`config.mk`:
```
export PLATFORM = sky130hd
export DESIGN_NAME = phase_sched
export DESIGN_NICKNAME = d
export VERILOG_FILES = /design/src/rtl/phase_sched_pkg.sv /design/src/rtl/phase_sched_rr_arbiter.sv /design/src/rtl/phase_sched.sv
export SDC_FILE = /design/constraint.sdc
export NUM_CORES = 1
export LEC_CHECK = 0
export ABC_AREA = 1
export CORE_ASPECT_RATIO = 2
export CORE_MARGIN = 3
export CORE_UTILIZATION = 43
export DETAILED_ROUTE_END_ITERATION = 7
export PLACE_DENSITY_LB_ADDON = 0.05
export SLEW_MARGIN = 20
export SYNTH_ARGS = -nofsm -noshare
export SYNTH_HDL_FRONTEND = slang
export SYNTH_HIERARCHICAL = 1
export SYNTH_SLANG_ARGS = --single-unit
```
`constraint.sdc`:
```
create_clock -name i_clk -period 4.42 [get_ports i_clk]
set_input_delay 0.663 -clock i_clk [delete_from_list [all_inputs] [get_ports i_clk]]
set_output_delay 0.663 -clock i_clk [all_outputs]
set_load 0.02 [all_outputs]
```
`src/rtl/phase_sched_pkg.sv`:
```
// Shared definitions for the phase scheduler: FSM state encoding and default widths.
// Latency: n/a (types and constants only).
// Backpressure: n/a.
package phase_pkg;

  localparam int XW_DEF       = 13;  // signed x/y sample width
  localparam int AW_DEF       = 19;  // signed angle width
  localparam int CALC_LAT_DEF = 20;  // phasecalc start-to-result latency
  localparam int ANGLE_FRAC   = 10;  // fractional bits of the angle (degrees x 1024)

  typedef enum logic [1:0] {
    ST_IDLE    = 2'd0,
    ST_ISSUE   = 2'd1,
    ST_WAIT    = 2'd2,
    ST_CAPTURE = 2'd3
  } state_t;

endpackage

```
`src/rtl/phase_sched_rr_arbiter.sv`:
```
// Combinational round-robin arbiter: the first set request at or after i_ptr (wrapping) wins.
// Latency: 0 cycles, purely combinational.
// Backpressure: none; the caller decides whether the grant is used.
// Ports: i_req (N requests), i_ptr (search start), o_grant (one-hot), o_win (index), o_any.
module rr_arbiter #(
  parameter int N = 4
) (
  input  logic [N-1:0]         i_req,
  input  logic [$clog2(N)-1:0] i_ptr,
  output logic [N-1:0]         o_grant,
  output logic [$clog2(N)-1:0] o_win,
  output logic                 o_any
);

  localparam int PW = $clog2(N);

  logic [PW:0]   w_sum;
  logic [PW-1:0] w_idx;

  always_comb begin
    o_win = '0;
    o_any = 1'b0;
    w_sum = '0;
    w_idx = '0;
    // Scan from the farthest offset back to i_ptr so the closest request
    // is the last assignment and therefore the winner.
    for (int off = N - 1; off >= 0; off--) begin
      w_sum = {1'b0, i_ptr} + (PW+1)'(off);
      if (w_sum >= (PW+1)'(N)) begin
        w_sum = w_sum - (PW+1)'(N);
      end
      w_idx = w_sum[PW-1:0];
      if (i_req[w_idx]) begin
        o_win = w_idx;
        o_any = 1'b1;
      end
    end
  end

  assign o_grant = o_any ? (N'(1) << o_win) : '0;

endmodule

```
`src/rtl/phase_sched.sv`:
```
// Round-robin scheduler sharing one phasecalc angle unit between NCH channel requesters.
// Latency: result strobe CALC_LAT+2 cycles after the request transfer; one request per CALC_LAT+3 cycles.
// Backpressure: o_req_ready is raised only in IDLE; requests arriving while busy simply wait upstream.
// Ports: i_req_valid/i_req_x/i_req_y/o_req_ready - per-channel request handshake (channel c at [c*XW +: XW]);
//        o_pc_data_rdy/o_pc_x/o_pc_y/i_pc_angle - phasecalc start pulse, operands and result;
//        o_res_valid/o_res_ch/o_res_angle - tagged result strobe; o_busy - high outside IDLE.
module phase_sched
  import phase_pkg::*;
#(
  parameter int NCH      = 4,
  parameter int XW       = XW_DEF,
  parameter int AW       = AW_DEF,
  parameter int CALC_LAT = CALC_LAT_DEF
) (
  input  logic                     i_clk,
  input  logic                     i_rst_n,
  input  logic [NCH-1:0]           i_req_valid,
  input  logic [NCH*XW-1:0]        i_req_x,
  input  logic [NCH*XW-1:0]        i_req_y,
  output logic [NCH-1:0]           o_req_ready,
  output logic                     o_pc_data_rdy,
  output logic [XW-1:0]            o_pc_x,
  output logic [XW-1:0]            o_pc_y,
  input  logic [AW-1:0]            i_pc_angle,
  output logic                     o_res_valid,
  output logic [$clog2(NCH)-1:0]   o_res_ch,
  output logic [AW-1:0]            o_res_angle,
  output logic                     o_busy
);

  localparam int CW   = $clog2(NCH);
  localparam int CNTW = $clog2(CALC_LAT + 1);
  localparam logic [CW-1:0]   LAST_CH  = CW'(NCH - 1);
  localparam logic [CNTW-1:0] CNT_LOAD = CNTW'(CALC_LAT - 1);

  state_t          r_state;
  state_t          w_state_nxt;
  logic [CW-1:0]   r_ptr;
  logic [CW-1:0]   r_ch;
  logic [CNTW-1:0] r_cnt;

  logic [NCH-1:0]  w_grant;
  logic [CW-1:0]   w_win;
  logic            w_any;
  logic            w_take;

  rr_arbiter #(.N(NCH)) u_arb (
    .i_req   (i_req_valid),
    .i_ptr   (r_ptr),
    .o_grant (w_grant),
    .o_win   (w_win),
    .o_any   (w_any)
  );

  // Ready is forced low while reset is asserted so no transfer is ever
  // advertised during reset, even though the state already reads IDLE.
  assign o_req_ready = (r_state == ST_IDLE && i_rst_n) ? w_grant : '0;
  assign o_busy      = (r_state != ST_IDLE);

  always_ff @(posedge i_clk or negedge i_rst_n) begin
    if (!i_rst_n) begin
      r_state <= ST_IDLE;
    end else begin
      r_state <= w_state_nxt;
    end
  end

  always_comb begin
    w_state_nxt = r_state;
    w_take      = 1'b0;
    case (r_state)
      ST_IDLE: begin
        // Any winner is a transfer: its ready bit is high by construction.
        if (w_any) begin
          w_take      = 1'b1;
          w_state_nxt = ST_ISSUE;
        end
      end
      ST_ISSUE: w_state_nxt = ST_WAIT;
      ST_WAIT: begin
        if (r_cnt == '0) begin
          w_state_nxt = ST_CAPTURE;
        end
      end
      ST_CAPTURE: w_state_nxt = ST_IDLE;
      default:    w_state_nxt = ST_IDLE;
    endcase
  end

  always_ff @(posedge i_clk or negedge i_rst_n) begin
    if (!i_rst_n) begin
      r_ptr         <= '0;
      r_ch          <= '0;
      r_cnt         <= '0;
      o_pc_data_rdy <= 1'b0;
      o_pc_x        <= '0;
      o_pc_y        <= '0;
      o_res_valid   <= 1'b0;
      o_res_ch      <= '0;
      o_res_angle   <= '0;
    end else begin
      o_pc_data_rdy <= w_take;

      if (w_take) begin
        o_pc_x <= i_req_x[int'(w_win)*XW +: XW];
        o_pc_y <= i_req_y[int'(w_win)*XW +: XW];
        r_ch   <= w_win;
        r_ptr  <= (w_win == LAST_CH) ? '0 : w_win + CW'(1);
      end

      if (r_state == ST_ISSUE) begin
        r_cnt <= CNT_LOAD;
      end else if (r_state == ST_WAIT && r_cnt != '0) begin
        r_cnt <= r_cnt - CNTW'(1);
      end

      // Result registers load on the WAIT->CAPTURE edge so that the strobe
      // and the captured angle are both visible during the CAPTURE cycle.
      o_res_valid <= (r_state == ST_WAIT) && (r_cnt == '0);
      if (r_state == ST_WAIT && r_cnt == '0) begin
        o_res_angle <= i_pc_angle;
        o_res_ch    <= r_ch;
      end
    end
  end

endmodule

```
# --- Word-level counts from Yosys, hierarchy flattened ---
# Cells that the tools add are included.
word_totals:
  word_cells: 76
  out_inout_bits: 54
  inputBits: 129
  ff_bits: 60
  mem_bits_rw: 0
  latchBits: 0
  mem_count: 0
  romBits: 0
op_classes:
  muxes: 30
  mul: 1
  n_bitwise: 0
  magnitude_cmp: 8
  shift: 3
  n_eq_ne: 6
  n_addsub: 9
  n_div: 0
  reduce_logical: 9
ops:
  columns: ["cell", "count"]
  rows:
  - ["52-bit by 32-bit indexed part select with 13-bit output", 1]
  - ["52-bit by 7-bit indexed part select with 13-bit output", 1]
  - ["2-bit two-way mux", 11]
  - ["2-bit by 3-bit < comparator with 1-bit output (second input constant)", 4]
  - ["1-bit two-way mux", 10]
  - ["5-bit two-way mux", 2]
  - ["3-bit greater-or-equal comparator (second input constant)", 3]
  - ["1-bit binary-select mux with 2-bit select", 4]
  - ["4-bit two-way mux", 2]
  - ["2-bit one-hot mux with 4 select lines", 1]
  - ["2-bit by 1-bit subtractor with 2-bit output (second input constant)", 4]
  - ["2-bit by 2-bit adder with 3-bit output (second input constant)", 2]
  - ["2-bit equality test (second input constant)", 3]
  - ["2-bit by 4-bit multiplier with 6-bit output (second input constant)", 1]
  - ["5-bit zero test", 1]
  - ["5-bit nonzero test", 1]
  - ["5-bit by 1-bit subtractor with 5-bit output (second input constant)", 1]
  - ["2-bit nonzero test", 2]
  - ["1-bit by 2-bit left shift with 4-bit output (first input constant)", 1]
  - ["2-bit by 1-bit adder with 3-bit output (second input constant)", 1]
  - ["2-bit by 3-bit greater-or-equal comparator with 1-bit output (second input constant)", 1]
  - ["1-bit logical AND", 3]
  - ["2-bit by 1-bit adder with 2-bit output (second input constant)", 1]
  - ["2-bit by 1-bit equality test with 1-bit output (second input constant)", 1]
  - ["4 further kinds", 4]

# --- Depth between registers and ports, before layout ---
# Gate-level depths: netlist of run 1.
depth:
  word_depth: 12
  ltp_mapped: 17
  depth_no_buf: 14

# --- Cells and area by module ---
# Netlist of run 1, hierarchy kept.
modules_own_cells:
  columns: ["module", "area_each_um2", "n_inst", "cells_each", "seq_area_each_um2"]
  rows:
  - ["phase_sched", 3291.9, 1, 444, 1501.4]
  - ["rr_arbiter", 241.5, 1, 55, 0.0]

# --- Worst setup path after synthesis of run 1 ---
# No wires, ideal clock.
synth_path:
  path_type: "input -> output"
  startpoint: "input port i_req_valid[0]"
  endpoint: "output port o_req_ready[1]"
  stages: 12
  t_arrival_ns: 1.668
  setup_slack_ns: 2.089
  path_buffers: 0
  required_ns: 3.757
  cell_sequence: "inv_1 o21ai_1 nand2_1 nand2_1 inv_1 nand2_1 nand2_1 nand2_2 nand2_1 inv_1 inv_1 nor2_1"
synth_between:
  elab_chain_cells: 9
  word_cells_on_any_way: 19
  classes_between: "shift: 1; mux: 18"
synth_lines:
  columns: ["element", "line_no", "source"]
  rows:
  - ["start, declared", "phase_sched.sv:17", "input logic [NCH-1:0] i_req_valid,"]
  - ["1-bit binary-select mux with 2-bit select", "phase_sched_rr_arbiter.sv:33", "if (i_req[w_idx]) begin"]
  - ["1-bit two-way mux (not written as such)", "phase_sched_rr_arbiter.sv:33", null]
  - ["2-bit two-way mux (3 in a row)", "phase_sched_rr_arbiter.sv:33", null]
  - ["2-bit two-way mux *", "phase_sched_rr_arbiter.sv:33", null]
  - ["net w_win[0]", "phase_sched.sv:43", "logic [CW-1:0] w_win;"]
  - ["1-bit by 2-bit left shift with 4-bit output *", "phase_sched_rr_arbiter.sv:40", "assign o_grant = o_any ? (N'(1) << o_win) : '0;"]
  - ["4-bit two-way mux *", "phase_sched_rr_arbiter.sv:40", null]
  - ["net w_grant[1]", "phase_sched.sv:42", "logic [NCH-1:0] w_grant;"]
  - ["4-bit two-way mux *", "phase_sched.sv:57", "assign o_req_ready = (r_state == ST_IDLE && i_rst_n) ? w_grant : '0;"]
  - ["end, declared", "phase_sched.sv:20", "output logic [NCH-1:0] o_req_ready,"]
# Mark *: on every way through the listed nets, which the timed path passes. The rest lies on a longest branch. The select of a mux whose other input is x is not followed.

# --- Final worst setup path of run 1 ---
layout_path:
  startpoint: "input port i_req_valid[1]"
  endpoint: "register o_pc_x[12]"
layout_between:
  elab_chain_cells: 8
  word_cells_on_any_way: 20
  classes_between: "mul: 1; shift: 1; mux: 18"
layout_lines:
  columns: ["element", "line_no", "source"]
  rows:
  - ["1-bit binary-select mux with 2-bit select", "phase_sched_rr_arbiter.sv:33", null]
  - ["1-bit two-way mux (not written as such)", "phase_sched_rr_arbiter.sv:33", null]
  - ["2-bit two-way mux (3 in a row)", "phase_sched_rr_arbiter.sv:33", null]
  - ["2-bit two-way mux *", "phase_sched_rr_arbiter.sv:33", null]
  - ["net w_win[0]", "phase_sched.sv:43", null]
  - ["2-bit by 4-bit multiplier with 6-bit output *", "phase_sched.sv:105", "o_pc_x <= i_req_x[int'(w_win)*XW +: XW];"]
  - ["52-bit by 32-bit indexed part select with 13-bit output *", "phase_sched.sv:105", null]
  - ["end signal, assigned", "phase_sched.sv:105", null]
  - ["end, declared", "phase_sched.sv:22", "output logic [XW-1:0] o_pc_x,"]
# Marked as above.
# A chain may end at the register's enable or synchronous reset.

==> impl_metrics.tcl, run 1 <==
set metrics [dict create \
    status "complete, no violations" \
    cts_buffer_depth 2 \
    fmax_mhz 264 \
    drc_errors 0 \
    core_region_area_um2 7940 \
    setup_tns_ns 0 \
    cts_setup_buffers 0 \
    pre_cts_slack_ns 0.758 \
    clock_skew_ns 0.00429 \
    ant_nets 0 \
    initial_core_util_pct 44.5 \
    rsz0062_at_grt "no" \
    synthMuxAreaShare_pct 0 \
    critPathRequiredTime_ns 4.64 \
    critPathTopFamily "buffers and inverters" \
    die-area_um2 9410 \
    dp_hpwl_mm 8.43 \
    layout.nets 806 \
    setup_ws_ns 0.627 \
    netlist_area_um2 3530 \
    synth_seq_cells 60 \
    htree_levels 3 \
    num_rows 46 \
    leakage_nw 2.64 \
    track_usage_pct 24.3 \
    cpMostUsedCell "nand2_1" \
    worstPathArrival_ns 4.01 \
    vias 3873 \
    synth_xor_area_share_pct 0.248 \
    endpoint_kind "flop" \
    synth_top_family_by_area "simple AND/OR/NAND/NOR gates" \
    holdCritPathClass "flop to flop" \
    setup_viol 0 \
    slowest_stage "clkinv_1" \
    wirelength_mm 11.1 \
    io_pins 183 \
    place_inst 756 \
    grt_pass1_wl_mm 18.2 \
    final_area_um2 5660 \
    synth_compound_area_share_pct 12.9 \
    drive_above_1_share_pct 5.33 \
    slew_violations 0 \
    min_period_ns 3.79 \
    synth_fa_ha_area_share_pct 2.12 \
    cts_resized 0 \
    fp.dieH_um 134 \
    final_core_util_pct 71.3 \
    clk_pin_slew_worst_paths_ns 0.05 \
    critPathBufInv 4 \
    cts_buffers 9 \
    worstPathMaxFanout 67 \
    cts_root_buffer "clkbuf_16" \
    hold_viol 0 \
    power_density_nw_per_um2 741 \
    wl_per_cell_um 14.3 \
    clock-sinks 60 \
    grt_pass1_vias 4103 \
    path_class "input pin to flop" \
    clkLatencyLatePin_ns 0.33 \
    p_total_mw 4.20 \
    drtIter0Drc 247 \
    start_kind "input pin" \
    synth_area_per_cell_um2 7.08 \
    port_buffers 182 \
    cts_tree "built" \
    yosysWarnings 6 \
    via_per_inst 5.01 \
    drt_first_pass_iters 4 \
    synthDistinctLibCells 24 \
    maxCapViolations 0 \
    syn-num-nets 634 \
    antenna_found_initial 0 \
    placed_area_um2 5320 \
    fillers 654 \
    whs_ns 0.474 \
    grt_max_degree 68 \
    tightest_slew_ns 0.973 \
    routabilityCongestion 0.857 \
    hold_buffers 0 \
    area_growth_pct 60.3 \
    fin_crit_sh_pct 85.8 \
    die_x_um 70.1 \
    slew_headroom_pct 34.8 \
    layoutNonFillerInstCount 773 \
    path_cells "clkdlybuf4s50_1 > inv_1 > o21ai_1 > nand2_1 > nand3_1 > nand3_1 > nand2_2 > buf_4 > clkinv_1 > o21ai_0 > nand2_1 > nand2_1 > nand2_1" \
    yosysSeqAreaShare_pct 42.5 \
    grt-ovfl-total 0 \
    yosys.area_share.simple_pct 32.7 \
    slowest_delay_ns 0.95 \
    peakVddDrop_v 0.000455 \
    netlist_instances 499 \
]
sequential cells by signal (all words and copies together), names as in the netlist:
name,flops
o_res_ch,2
o_pc_y,13
r_ch,2
o_res_valid,1
o_res_angle,19
o_pc_x,13
r_ptr,2
r_state,2
r_cnt,5
o_pc_data_rdy,1
area by class of cell:
type | count | area (um2) | area share [%]
Multi-Input combinational cell | 372 | 1690 | 29.9
Clock inverter | 7 | 115 | 2.03
Tap cell | 96 | 120 | 2.12
Clock buffer | 9 | 225 | 3.98
Timing Repair Buffer | 186 | 1850 | 32.6
Sequential cell | 60 | 1500 | 26.5
Antenna cell | 1 | 2.50 | 0.0442
Inverter | 42 | 159 | 2.81
synthesized netlist by cell type:
master    number  share of area [%]
a21boi_2       1               0.32
a21oi_1        1               0.14
buf_2          9                1.3
buf_4          4               0.85
buf_6          8                2.5
clkbuf_1       4               0.42
clkinv_2       1               0.14
dfrtp_1       60                 42
ha_1           6                2.1
inv_1         40                4.2
inv_2          1               0.11
nand2_1      188                 20
nand2_2        4               0.71
nand3_1       16                2.3
nor2_1        65                6.9
nor2_2         2               0.35
o211ai_1      26                5.5
o21a_1         1               0.21
o21ai_0       34                4.8
o21ai_1       13                1.8
or2_0          6                1.1
or2_1          2               0.35
or2_2          6                1.1
xor2_1         1               0.25
final timing paths:
kind / start / endpoint / slack (ns) / depth (start not counted)
worst max register to register: r_ptr[0] / o_pc_x[12] / 0.73 / 14
min in group asynchronous: i_rst_n / r_cnt[2] / 0.51 / 2
max in group asynchronous: i_rst_n / o_res_angle[0] / 3.40 / 2
worst min register to register: r_ch[0] / o_res_ch[0] / 0.47 / 2
worst min-delay path: r_ch[0] / o_res_ch[0] / 0.47 / 2
worst max-delay path: i_req_valid[1] / o_pc_x[12] / 0.63 / 13
placed cells by master (no fill, tap or decap), types with 2 or more instances in the layout:
master,instances
nand2_1,188
clkdlybuf4s50_1,181
nor2_1,65
dfrtp_1,60
inv_1,39
o21ai_0,34
o211ai_1,26
nand3_1,16
o21ai_1,13
clkbuf_16,9
or2_2,6
or2_0,6
ha_1,6
nand2_2,4
buf_4,4
clkinv_2,3
bufinv_16,3
nor2_2,2
or2_1,2
clkinvlp_4,2
cell families (layout without fill, tap and decap cells):
group | count (synthesis) | count (layout)
xor+xnor | 1 | 1
buf+inv | 67 | 244
fa+ha+maj | 6 | 6
simple gates | 289 | 289
compound gates | 76 | 76
flops | 60 | 60
other cells | 0 | 1
report_power, final:
group	internal, mW	total, mW	switching (mW)
Clock	0.548	0.799	0.251
Sequential	0.773	0.911	0.137
Combinational	0.981	2.49	1.51
tightest hold or removal path: cells and delay by family, from the launching register on:
family           cells  cell delay (ns)
and+or+nand+nor      2             0.11
DFF                  1             0.34
metal layers:
metal / vias to the layer above / GRT usage [%] / share of wire, %
met2: 168 / 42.6 / 53
met1: 1755 / 24.5 / 35
li1: 1909 / - / -
met3: 41 / 6.15 / 6.0
met5: - / 0 / 0
met4: 0 / 17.6 / 5.9
No activity file was read; power rests on OpenSTA's default activity.
==> inputs of run 2 (changes only) <==
Settings changed: CORE_UTILIZATION 43 to 44, SYNTH_HIERARCHICAL 1 to default.
==> run 2 against run 1 <==
Effect of this change:
- setup slack got worse by 0.012 ns
- final cell count increased by 0.26%
- hold slack lost 0.075 ns
- clock power is 2.9% lower
- via count down 1.3%
- sequential cell count unchanged
- register-to-register slack improved by 1.1 ns
- non-clock buffer count did not move
- largest cell class unchanged
- largest power group unchanged
==> impl_metrics.tcl, run 2 <==
set metrics [dict create \
    holdCritPathClass "input pin to asynchronous set/reset pin" \
    clk_pin_slew_worst_paths_ns 0.05 \
    synth_area_per_cell_um2 7.28 \
    syn-num-nets 636 \
    ys_top_cells_by_area "dfrtp_1 41%, nand2_1 13%, nor2_1 9.3%" \
    endpoint_kind "output pin" \
    grt_pass1_vias 3980 \
    die_x_um 70.3 \
    num_rows 46 \
    tightest_slew_ns 0.815 \
    largest_reg_flops 19 \
    via_per_inst 4.93 \
    fin_crit_sh_pct 86.1 \
    leakage_nw 2.77 \
    area_growth_pct 60.0 \
    antenna_found_initial 0 \
    netlist_instances 500 \
    clkLatencyLatePin_ns 0.33 \
    vias 3821 \
    htree_levels 3 \
    start_kind "input pin" \
    drc_errors 0 \
    critPathRequiredTime_ns 3.76 \
    setup_tns_ns 0 \
    whs_ns 0.399 \
    netlist.area_leader.share_pct 41.2 \
    cts_setup_buffers 0 \
    final_common_cell "clkdlybuf4s50_1" \
    top_register "o_res_angle" \
    final_core_util_pct 72.8 \
    initial_core_util_pct 45.5 \
    wl_per_cell_um 14.5 \
    yosysWarnings 0 \
    insertedDiodeCount 0 \
    yosysSeqAreaShare_pct 41.2 \
    ant_nets 0 \
    hold_viol 0 \
    peakVddDrop_v 0.000415 \
    synth_seq_cells 60 \
    min_period_ns 3.81 \
    clock-sinks 60 \
    synth_commonest_cells "130 x nand2_1, 90 x nor2_1, 64 x nand3_1" \
    track_usage_pct 24.3 \
    layout.nets 810 \
    grt_max_degree 52 \
    slew_headroom_pct 45.6 \
    worstPathMaxFanout 19 \
    power_density_nw_per_um2 756 \
    io_pins 183 \
    status "complete, no violations" \
    cts_root_buffer "clkbuf_16" \
    dp_hpwl_mm 8.48 \
    cts_buffers 9 \
    cts_tree "built" \
    maxCapViolations 0 \
    netlist_area_um2 3640 \
    final_area_um2 5830 \
    synth_edf_count 0 \
    grt_pass1_wl_mm 18.1 \
    drive_above_1_share_pct 10.0 \
    placed_area_um2 5480 \
    synth_top_area_cell "dfrtp_1" \
    fmax_mhz 263 \
    routabilityCongestion 0.862 \
    setup_viol 0 \
    cts_resized 0 \
    wirelength_mm 11.3 \
    drtIter0Drc 134 \
    synth-async-reset-ratio_pct 100 \
    port_buffers 182 \
    fp.dieH_um 135 \
    cts_buffer_depth 2 \
    slew_violations 0 \
    synth.most_common_cell "nand2_1" \
    path_class "input pin to output pin" \
    clock_skew_ns 0.00474 \
    synth_flop_cell "dfrtp_1" \
    rsz0062_at_grt "no" \
    hold_buffers 0 \
    die-area_um2 9470 \
    drt_first_pass_iters 4 \
    worstPathArrival_ns 3.14 \
    final_cell_mix "181 x clkdlybuf4s50_1, 130 x nand2_1, 89 x nor2_1, 64 x nand3_1, 60 x dfrtp_1" \
    top_regs "o_res_angle (19), o_pc_x (13), o_pc_y (13)" \
    core_region_area_um2 8000 \
    synthDistinctLibCells 29 \
    grt-ovfl-total 0 \
]
run 2: cell types whose count changed in the layout (fill, tap and decap cells not counted), moves of 11 or more:
cell / before / now
nand3_1: 16 / 64
nor2_1: 65 / 89
nand2_1: 188 / 130
o21ai_0: 34 / 10
o211ai_1: 26 / 0
o21ai_1: 13 / 2
mux2_2: 0 / 21
run 2: final timing paths:
path                           startpoint  slack [ns]  cells past startpoint             end
max reg2reg                      r_ptr[0]        1.81                     15       o_pc_x[0]
max                        i_req_valid[1]        0.61                     13  o_req_ready[2]
min                               i_rst_n        0.40                      1  o_res_angle[0]
min reg2reg                      r_cnt[2]        0.50                      1        r_cnt[2]
max in group asynchronous         i_rst_n        3.15                      2     o_res_ch[1]
min in group i_clk               r_cnt[2]        0.50                      1        r_cnt[2]
run 2: stage by stage:
step	total power [mW]	cells	setup slack (ns)
after floorplan	2.74	500	1.71
after global placement	3.56	759	0.705
after detailed placement	3.64	759	0.633
after CTS	4.44	775	0.622
after global routing	4.77	775	0.383
final	4.41	775	0.615
run 2: worst max-delay path: stages:
cell,delay [ns]
clkdlybuf4s50_1,0.45
inv_1,0.05
o21ai_1,0.22
nand2_1,0.14
nand3_2,0.11
nand2_1,0.06
nand2_2,0.07
nand2_2,0.23
inv_2,0.23
ha_1,0.18
nand2_1,0.05
nor2_1,0.09
clkdlybuf4s50_1,0.61
run 2: cell type report:
class	instances	area [um2]
inverters	49	184
repair buffers	186	1850
multi-input cells	368	1840
fillers	671	2170
well taps	96	120
clock inverters	4	70.1
flip-flops and latches	60	1500
clock buffers	12	267
run 2: per-layer routing:
layer | GRT usage (%) | vias up | wire length [um]
met4 | 10.2 | 0 | 301
met1 | 22.5 | 1748 | 3780
met2 | 47.6 | 151 | 6410
met3 | 6.93 | 20 | 773
li1 | - | 1902 | -
met5 | 0 | - | 0
run 2: where the power goes:
part | internal, mW | switching [mW] | total, mW
clock | 0.537 | 0.239 | 0.776
sequential | 0.829 | 0.151 | 0.981
combinational | 1.07 | 1.58 | 2.65
total | 2.44 | 1.97 | 4.41
run 2: cell families (layout without fill, tap and decap cells):
logic type               after synthesis  after routing  synth area share [%]
multiplexers                          21             21                  6.49
XOR/XNOR                               1              1                 0.241
flip-flops                            60             60                  41.2
AND/OR/NAND/NOR                      321            321                  38.1
buffers and inverters                 72            251                  8.52
AO/OA/AOI/OAI                         18             18                  2.96
adder cells (fa/ha/maj)                7              7                  2.41
